$ cat config.mk
export PLATFORM = sky130hd
export DESIGN_NAME = freq_meter
export DESIGN_NICKNAME = d
export VERILOG_FILES = /design/src/rtl/freq_meter_pkg.sv /design/src/rtl/freq_meter_sync_edge.sv /design/src/rtl/freq_meter.sv
export SDC_FILE = /design/constraint.sdc
export NUM_CORES = 1
export LEC_CHECK = 0
export ABC_AREA = 1
export CAP_MARGIN = 20
export CORE_MARGIN = 5
export CORE_UTILIZATION = 45
export DETAILED_ROUTE_END_ITERATION = 10
export PLACE_DENSITY = 0.67
export SLEW_MARGIN = 20
export SYNTH_ARGS = -nofsm -noshare
export SYNTH_HDL_FRONTEND = slang
export SYNTH_HIERARCHICAL = 1
export SYNTH_SLANG_ARGS = --single-unit
$ cat constraint.sdc
create_clock -name clk -period 2.95 [get_ports clk]
set_input_delay 0.59 -clock clk [delete_from_list [all_inputs] [get_ports clk]]
set_output_delay 0.59 -clock clk [all_outputs]
set_load 0.02 [all_outputs]
$ cat src/rtl/freq_meter_pkg.sv
// Shared types and defaults for the frequency meter: FSM state encoding,
// debug view and default parameter values.
package freq_meter_pkg;

  localparam int CNT_W_DEFAULT       = 16;
  localparam int SYNC_STAGES_DEFAULT = 2;

  typedef logic [1:0] fm_state_t;

  localparam fm_state_t IDLE    = 2'd0;
  localparam fm_state_t MEASURE = 2'd1;
  localparam fm_state_t TIMEOUT = 2'd2;

  // Debug view of the measurement FSM and the synchronized input.
  typedef struct packed {
    fm_state_t state;
    logic      sig_sync;
    logic      rise;
    logic      fall;
  } fm_dbg_t;

endpackage

$ cat src/rtl/freq_meter_sync_edge.sv
// Multi-flop synchronizer for an asynchronous input plus a one-flop history
// used to derive single-cycle rise/fall pulses.
module sync_edge #(
  parameter int STAGES = 2
) (
  input  logic clk,
  input  logic rst_n,
  input  logic d,
  output logic q,
  output logic rise_p,
  output logic fall_p
);

  logic [STAGES-1:0] sync_q;
  logic              prev_q;

  // STAGES must be 2..4; the shift below assumes at least two flops.
  always_ff @(posedge clk or negedge rst_n) begin
    if (!rst_n) begin
      sync_q <= '0;
      prev_q <= 1'b0;
    end else begin
      sync_q <= {sync_q[STAGES-2:0], d};
      prev_q <= sync_q[STAGES-1];
    end
  end

  assign q      = sync_q[STAGES-1];
  assign rise_p = q & ~prev_q;
  assign fall_p = ~q & prev_q;

endmodule

$ cat src/rtl/freq_meter.sv
// Measures rising-to-rising period (and, with FREQ_METER_DUTY_EN, high time)
// of an asynchronous input in clk cycles; flags lock and no-edge timeout.
module freq_meter
  import freq_meter_pkg::*;
#(
  parameter int CNT_W       = CNT_W_DEFAULT,
  parameter int SYNC_STAGES = SYNC_STAGES_DEFAULT
) (
  input  logic             clk,
  input  logic             rst_n,
  input  logic             sig_in,
  output logic [CNT_W-1:0] period,
`ifdef FREQ_METER_DUTY_EN
  output logic [CNT_W-1:0] high_time,
`endif
  output logic             meas_valid,
  output logic             locked,
  output logic             timeout,
  output fm_dbg_t          dbg
);

  localparam logic [CNT_W-1:0] CNT_MAX = '1;
  localparam logic [CNT_W-1:0] CNT_ONE = {{(CNT_W-1){1'b0}}, 1'b1};

  logic             sig_sync;
  logic             rise_p;
  logic             fall_p;
  fm_state_t        state;
  logic [CNT_W-1:0] cnt;

  sync_edge #(
    .STAGES (SYNC_STAGES)
  ) u_sync_edge (
    .clk    (clk),
    .rst_n  (rst_n),
    .d      (sig_in),
    .q      (sig_sync),
    .rise_p (rise_p),
    .fall_p (fall_p)
  );

`ifdef FREQ_METER_DUTY_EN
  logic [CNT_W-1:0] hcnt;
  logic [CNT_W-1:0] hcnt_hold;

  // The rise_p cycle is itself a high cycle, so the restart value is 1.
  always_ff @(posedge clk or negedge rst_n) begin
    if (!rst_n) begin
      hcnt      <= '0;
      hcnt_hold <= '0;
    end else begin
      if (rise_p) begin
        hcnt <= CNT_ONE;
      end else if (sig_sync && (hcnt != CNT_MAX)) begin
        hcnt <= hcnt + CNT_ONE;
      end
      if (fall_p) begin
        hcnt_hold <= hcnt;
      end
    end
  end
`endif

  always_ff @(posedge clk or negedge rst_n) begin
    if (!rst_n) begin
      state      <= IDLE;
      cnt        <= '0;
      period     <= '0;
      meas_valid <= 1'b0;
      locked     <= 1'b0;
      timeout    <= 1'b0;
`ifdef FREQ_METER_DUTY_EN
      high_time  <= '0;
`endif
    end else begin
      meas_valid <= 1'b0;
      case (state)
        IDLE: begin
          if (rise_p) begin
            cnt   <= CNT_ONE;
            state <= MEASURE;
          end
        end
        MEASURE: begin
          if (rise_p) begin
            period     <= cnt;
            meas_valid <= 1'b1;
            locked     <= (cnt == period);
            cnt        <= CNT_ONE;
`ifdef FREQ_METER_DUTY_EN
            high_time  <= hcnt_hold;
`endif
          end else if (cnt == CNT_MAX) begin
            // Counter parks at its maximum; nothing wraps into a bogus period.
            state   <= TIMEOUT;
            timeout <= 1'b1;
            locked  <= 1'b0;
          end else begin
            cnt <= cnt + CNT_ONE;
          end
        end
        TIMEOUT: begin
          if (rise_p) begin
            cnt     <= CNT_ONE;
            state   <= MEASURE;
            timeout <= 1'b0;
          end
        end
        default: begin
          state <= IDLE;
        end
      endcase
    end
  end

  assign dbg.state    = state;
  assign dbg.sig_sync = sig_sync;
  assign dbg.rise     = rise_p;
  assign dbg.fall     = fall_p;

endmodule

After elaboration in Yosys (flattened, before gate mapping)
Index checks and enable logic that the tools add are counted.
Widths: inputs -> output; s select.
Storage, ports and cells
  flip-flop bits (word level): 40
  word-level logic and storage cells: 48
Cells by class
  $add $sub $neg: 1
  eq/ne operators: 9
  multiplexer cells: 16
  bitwise operators: 4
  reduce and logical (&&, ||, !) cells: 10
Operators with widths (count)
  $mux 16: 3
  $pmux 16 s2: 1
  $add 16x1->16 const B: 1
  $eq 16x16->1: 1
  $eq 16x16->1 const B: 1
  $mux 1: 7
  $mux 2: 3
  $ne 2x2->1 const B: 3
  $reduce_and 3->1: 2
  $reduce_bool 2->1: 3
  $pmux 2 s2: 1
  $reduce_and 2->1: 2
  $reduce_and 4->1: 1
  $ne 3x3->1 const B: 1
  $and 1x1->1: 2
  $eq 2x1->1 const B: 1
  $eq 2x2->1 const B: 1
  $logic_not 2->1: 1
  $ne 2x1->1 const B: 1
  $not 1->1: 2
  $pmux 1 s2: 1
  $reduce_or 2->1: 1

Depth between registers and ports, before layout
  depth after elaboration: 4
  gate-level depth with buffers: 10
  gate-level depth less buffers: 10

By module
Netlist, hierarchy kept.
Modules (own cells, without submodules)
  freq_meter: instances 1, cells an instance 278, area each 2077.0 µm², sequential area each 925.9 µm²
  sync_edge: instances 1, cells an instance 7, area each 90.1 µm², sequential area each 75.1 µm²

Worst setup path before layout
OpenSTA, ideal clock, no wires.
  path kind: flip-flop to flip-flop
  from: register cnt[0]
  to: register cnt[2]
  data arrival time: 1.443 ns
  setup slack: 1.388 ns
  cell stages (with the launch flop): 10
  cell sequence: dfrtp_1 ha_1 nand2_2 nor2_4 nand2_2 o21ai_4 nand2_2 buf_6 a21oi_1 nor2_1
Between the ends
  word-level cells in the longest chain between the ends: 4
RTL lines
  start: declaration: line freq_meter.sv:29  | logic [CNT_W-1:0] cnt;
  start signal: assignment: line freq_meter.sv:99  | cnt <= cnt + CNT_ONE;
  $add 16x1->16: line freq_meter.sv:99
  $mux 16: line freq_meter.sv:93  | end else if (cnt == CNT_MAX) begin
  $mux 16: line freq_meter.sv:85  | if (rise_p) begin
  $pmux 16 s2: line freq_meter.sv:77  | case (state)
Several ways; a longest one is shown, not always the timed one. The select of a mux whose other input is x is not followed.
A chain may end at the register's enable or synchronous reset.

==> results.toml <==
[sta]
final.setup_skew_ns = 0.008724
post-route-min-period_ns = 2.240
drv_slew = 0
max_freq_ghz = 0.4464
hold_violations = 0
maxSlewHeadroom_pct = 41.37
rsz0062_at_grt = "no"
period_share_pct = 75.94
tightest_slew_ns = 0.8795
setup_viol = 0
tns_ns = 0

[die]
fp.coreArea_um2 = 4692
initial_utilization_pct = 46.19
dieWidth_um = 79.40
dieArea_um2 = 6304
rows = 25
pin_count = 27
chipHeight_um = 79.40

[yosys]
syn_nets = 289
synth_top_cell_by_area = "dfrtp_1"
syn_inst = 285
synth.most_common_cell = "nand2_1"
syn_area_per_cell_um2 = 7.604
ys_ff_latch = 40
synthTopCellsByArea = "dfrtp_1 46%, nand2_1 14%, inv_1 6.9%"
synthDistinctLibCells = 26
syn-cell-area_um2 = 2167
ys_seq_area_share_pct = 46.19
synth_top_area_share_pct = 46.19
yosys_warnings = 6
synth-edff-count = 0
netlist_top_cells_count = "79 x nand2_1, 40 x dfrtp_1, 40 x inv_1"
async_reset_ff_share_pct = 100.0
ys.flop_type = "dfrtp_1"

[setup_path]
criticalPathCategory = "flop to primary output"
crit_family = "buffers and inverters"
crit_path_max_fanout = 4
arrival_ns = 1.65
crit_path_end_kind = "primary output"
crit_required_ns = 2.36
crit_chain = "inv_1, nor2_1, clkdlybuf4s50_1"
cpPeakStageDelay_ns = 0.67
crit_slowest_cell = "clkdlybuf4s50_1"
path_buf_inv = 2
cp-start-kind = "flop"

[layout]
area_growth_syn_to_layout_pct = 17.09
n_antenna_cell = 0
layout.nets = 312
drive_gt1_share_pct = 8.091
fin_util_pct = 54.08
fin_cells = 363
filler_cell_count = 450

[route]
drc_errors = 0
dr.pass1.iters = 5
drt_iter0_drc = 156
totalWireLength_um = 4845
ant_nets = 0
wire_per_inst_um = 13.35
vias = 1826
via_per_inst = 5.030

[grt]
grt_busiest_layer = "met2"
antenna_found_initial = 0
grtUsageMet3_pct = 2.709
grt_pass1_vias = 1876
grt_first_pass_wirelength_um = 8480
grt_max_degree = 41
met1_usage_pct = 23.26
grtUsageMet2_pct = 28.11
overflow = 0
grt_usage_pct = 17.26

[job]
maxCapViolCount = 0

[cts]
clock-root-buffer = "clkbuf_8"
cts_buffer_depth = 2
htreeDepth = 2
clock-sinks = 40
post-cts-setup-buffer-count = 0
cts_tree = "built"
path_clk_slew_ns = 0.08
ctsHoldBuffers = 0
numCtsBuffers = 5
clock_latency_ns = 0.30
postCtsResizedCells = 0

[placement]
dp_hpwl_um = 3504
dp.cells = 355
routabilityCongestion = 0.8824
portBuffers = 26

[worst_hold_path]
hold_path_class = "flop to flop"

[power]
peakVddDrop_mv = 0.2443
power_density_nw_per_um2 = 553.1
leakagePower_nw = 1.167

[status]
status = "finished, final reports clean"
==> per-stage QoR <==
step                setup slack [ns]  cell area (um2)  hold WS [ns]  total power, mW
floorplan                      1.388             2167        0.2944           0.8537
global placement               1.095             2426        0.3598           0.9672
detailed placement             1.017             2426        0.3530           0.9700
CTS                           0.6811             2537        0.3728            1.418
global route                  0.6008             2537        0.3822            1.477
finish                        0.7097             2537        0.3698            1.404
==> logic make-up (layout without fill, tap and decap cells) <==
| group | count (synthesis) | after routing | share of synthesized area [%] |
|---|---|---|---|
| simple gates | 143 | 143 | 29.62 |
| buf+inv | 53 | 77 | 10.39 |
| flops | 40 | 40 | 46.19 |
| compound gates | 39 | 39 | 9.585 |
| xor+xnor | 9 | 9 | 3.638 |
| fa+ha+maj | 1 | 1 | 0.5773 |
==> worst register-to-register path, cell delays in order (launching register included) <==
cell and delay [ns]:
dfrtp_1 0.39, inv_1 0.05, nor2_1 0.24, inv_2 0.14, a21oi_1 0.29, inv_1 0.16
nand2_2 0.25, nand3_1 0.11, nand2_1 0.08, nor2_1 0.04
==> area by class of cell <==
| type | count | area [um2] | share of cell area, % |
|---|---|---|---|
| multi-input cells | 192 | 940.9 | 37.08 |
| well taps | 54 | 67.56 | 2.663 |
| clock inverters | 3 | 42.54 | 1.677 |
| flip-flops and latches | 40 | 1001 | 39.45 |
| repair buffers | 26 | 255.2 | 10.06 |
| inverters | 43 | 161.4 | 6.361 |
| clock buffers | 5 | 68.82 | 2.712 |
==> metal layers <==
metal | up-vias | routed length [um]
met5 | - | 0
met4 | 0 | 67
met3 | 8 | 240
met2 | 37 | 2183
met1 | 850 | 2354
li1 | 931 | -
==> cell usage in the layout, fill, tap and decap left out, drive strengths merged <==
cell / netlist / final
ha: 1 / 1
buf: 8 / 1
and2: 1 / 1
or2: 2 / 2
clkdlybuf4s50: 0 / 25
nand4: 8 / 8
clkinvlp: 0 / 1
a31oi: 1 / 1
nand2: 84 / 84
inv: 43 / 43
bufinv: 0 / 1
clkbuf: 2 / 5
nor3b: 1 / 1
nor2: 26 / 26
o21ai: 28 / 28
xnor2: 9 / 9
nor3: 7 / 7
dfrtp: 40 / 40
nand3: 14 / 14
a21oi: 10 / 10
clkinv: 0 / 1
==> power by group <==
group / total, mW / internal, mW / leakage [nW] / switching, mW
registers: 0.659 / 0.603 / 0.534 / 0.0553
clock network: 0.451 / 0.250 / 0.0541 / 0.201
logic: 0.294 / 0.127 / 0.580 / 0.167
==> path summary, 6_finish.rpt <==
check,from,endpoint,slack (ns),depth (start not counted)
min in group asynchronous,rst_n,period[5],0.40,1
worst min-delay path,u_sync_edge/sync_q[0],u_sync_edge/sync_q[1],0.37,0
worst min register to register,u_sync_edge/sync_q[0],u_sync_edge/sync_q[1],0.37,0
max in group asynchronous,rst_n,period[11],1.99,1
worst max-delay path,u_sync_edge/sync_q[1],dbg[1],0.71,3
worst max register to register,u_sync_edge/sync_q[1],cnt[15],1.09,9
==> registers in the layout, summed over array words and instances (netlist names) <==
register            flops
u_sync_edge/sync_q      2
cnt                    16
locked                  1
u_sync_edge/prev_q      1
period                 16
meas_valid              1
state                   2
timeout                 1
No activity file was read; power rests on OpenSTA's default activity.
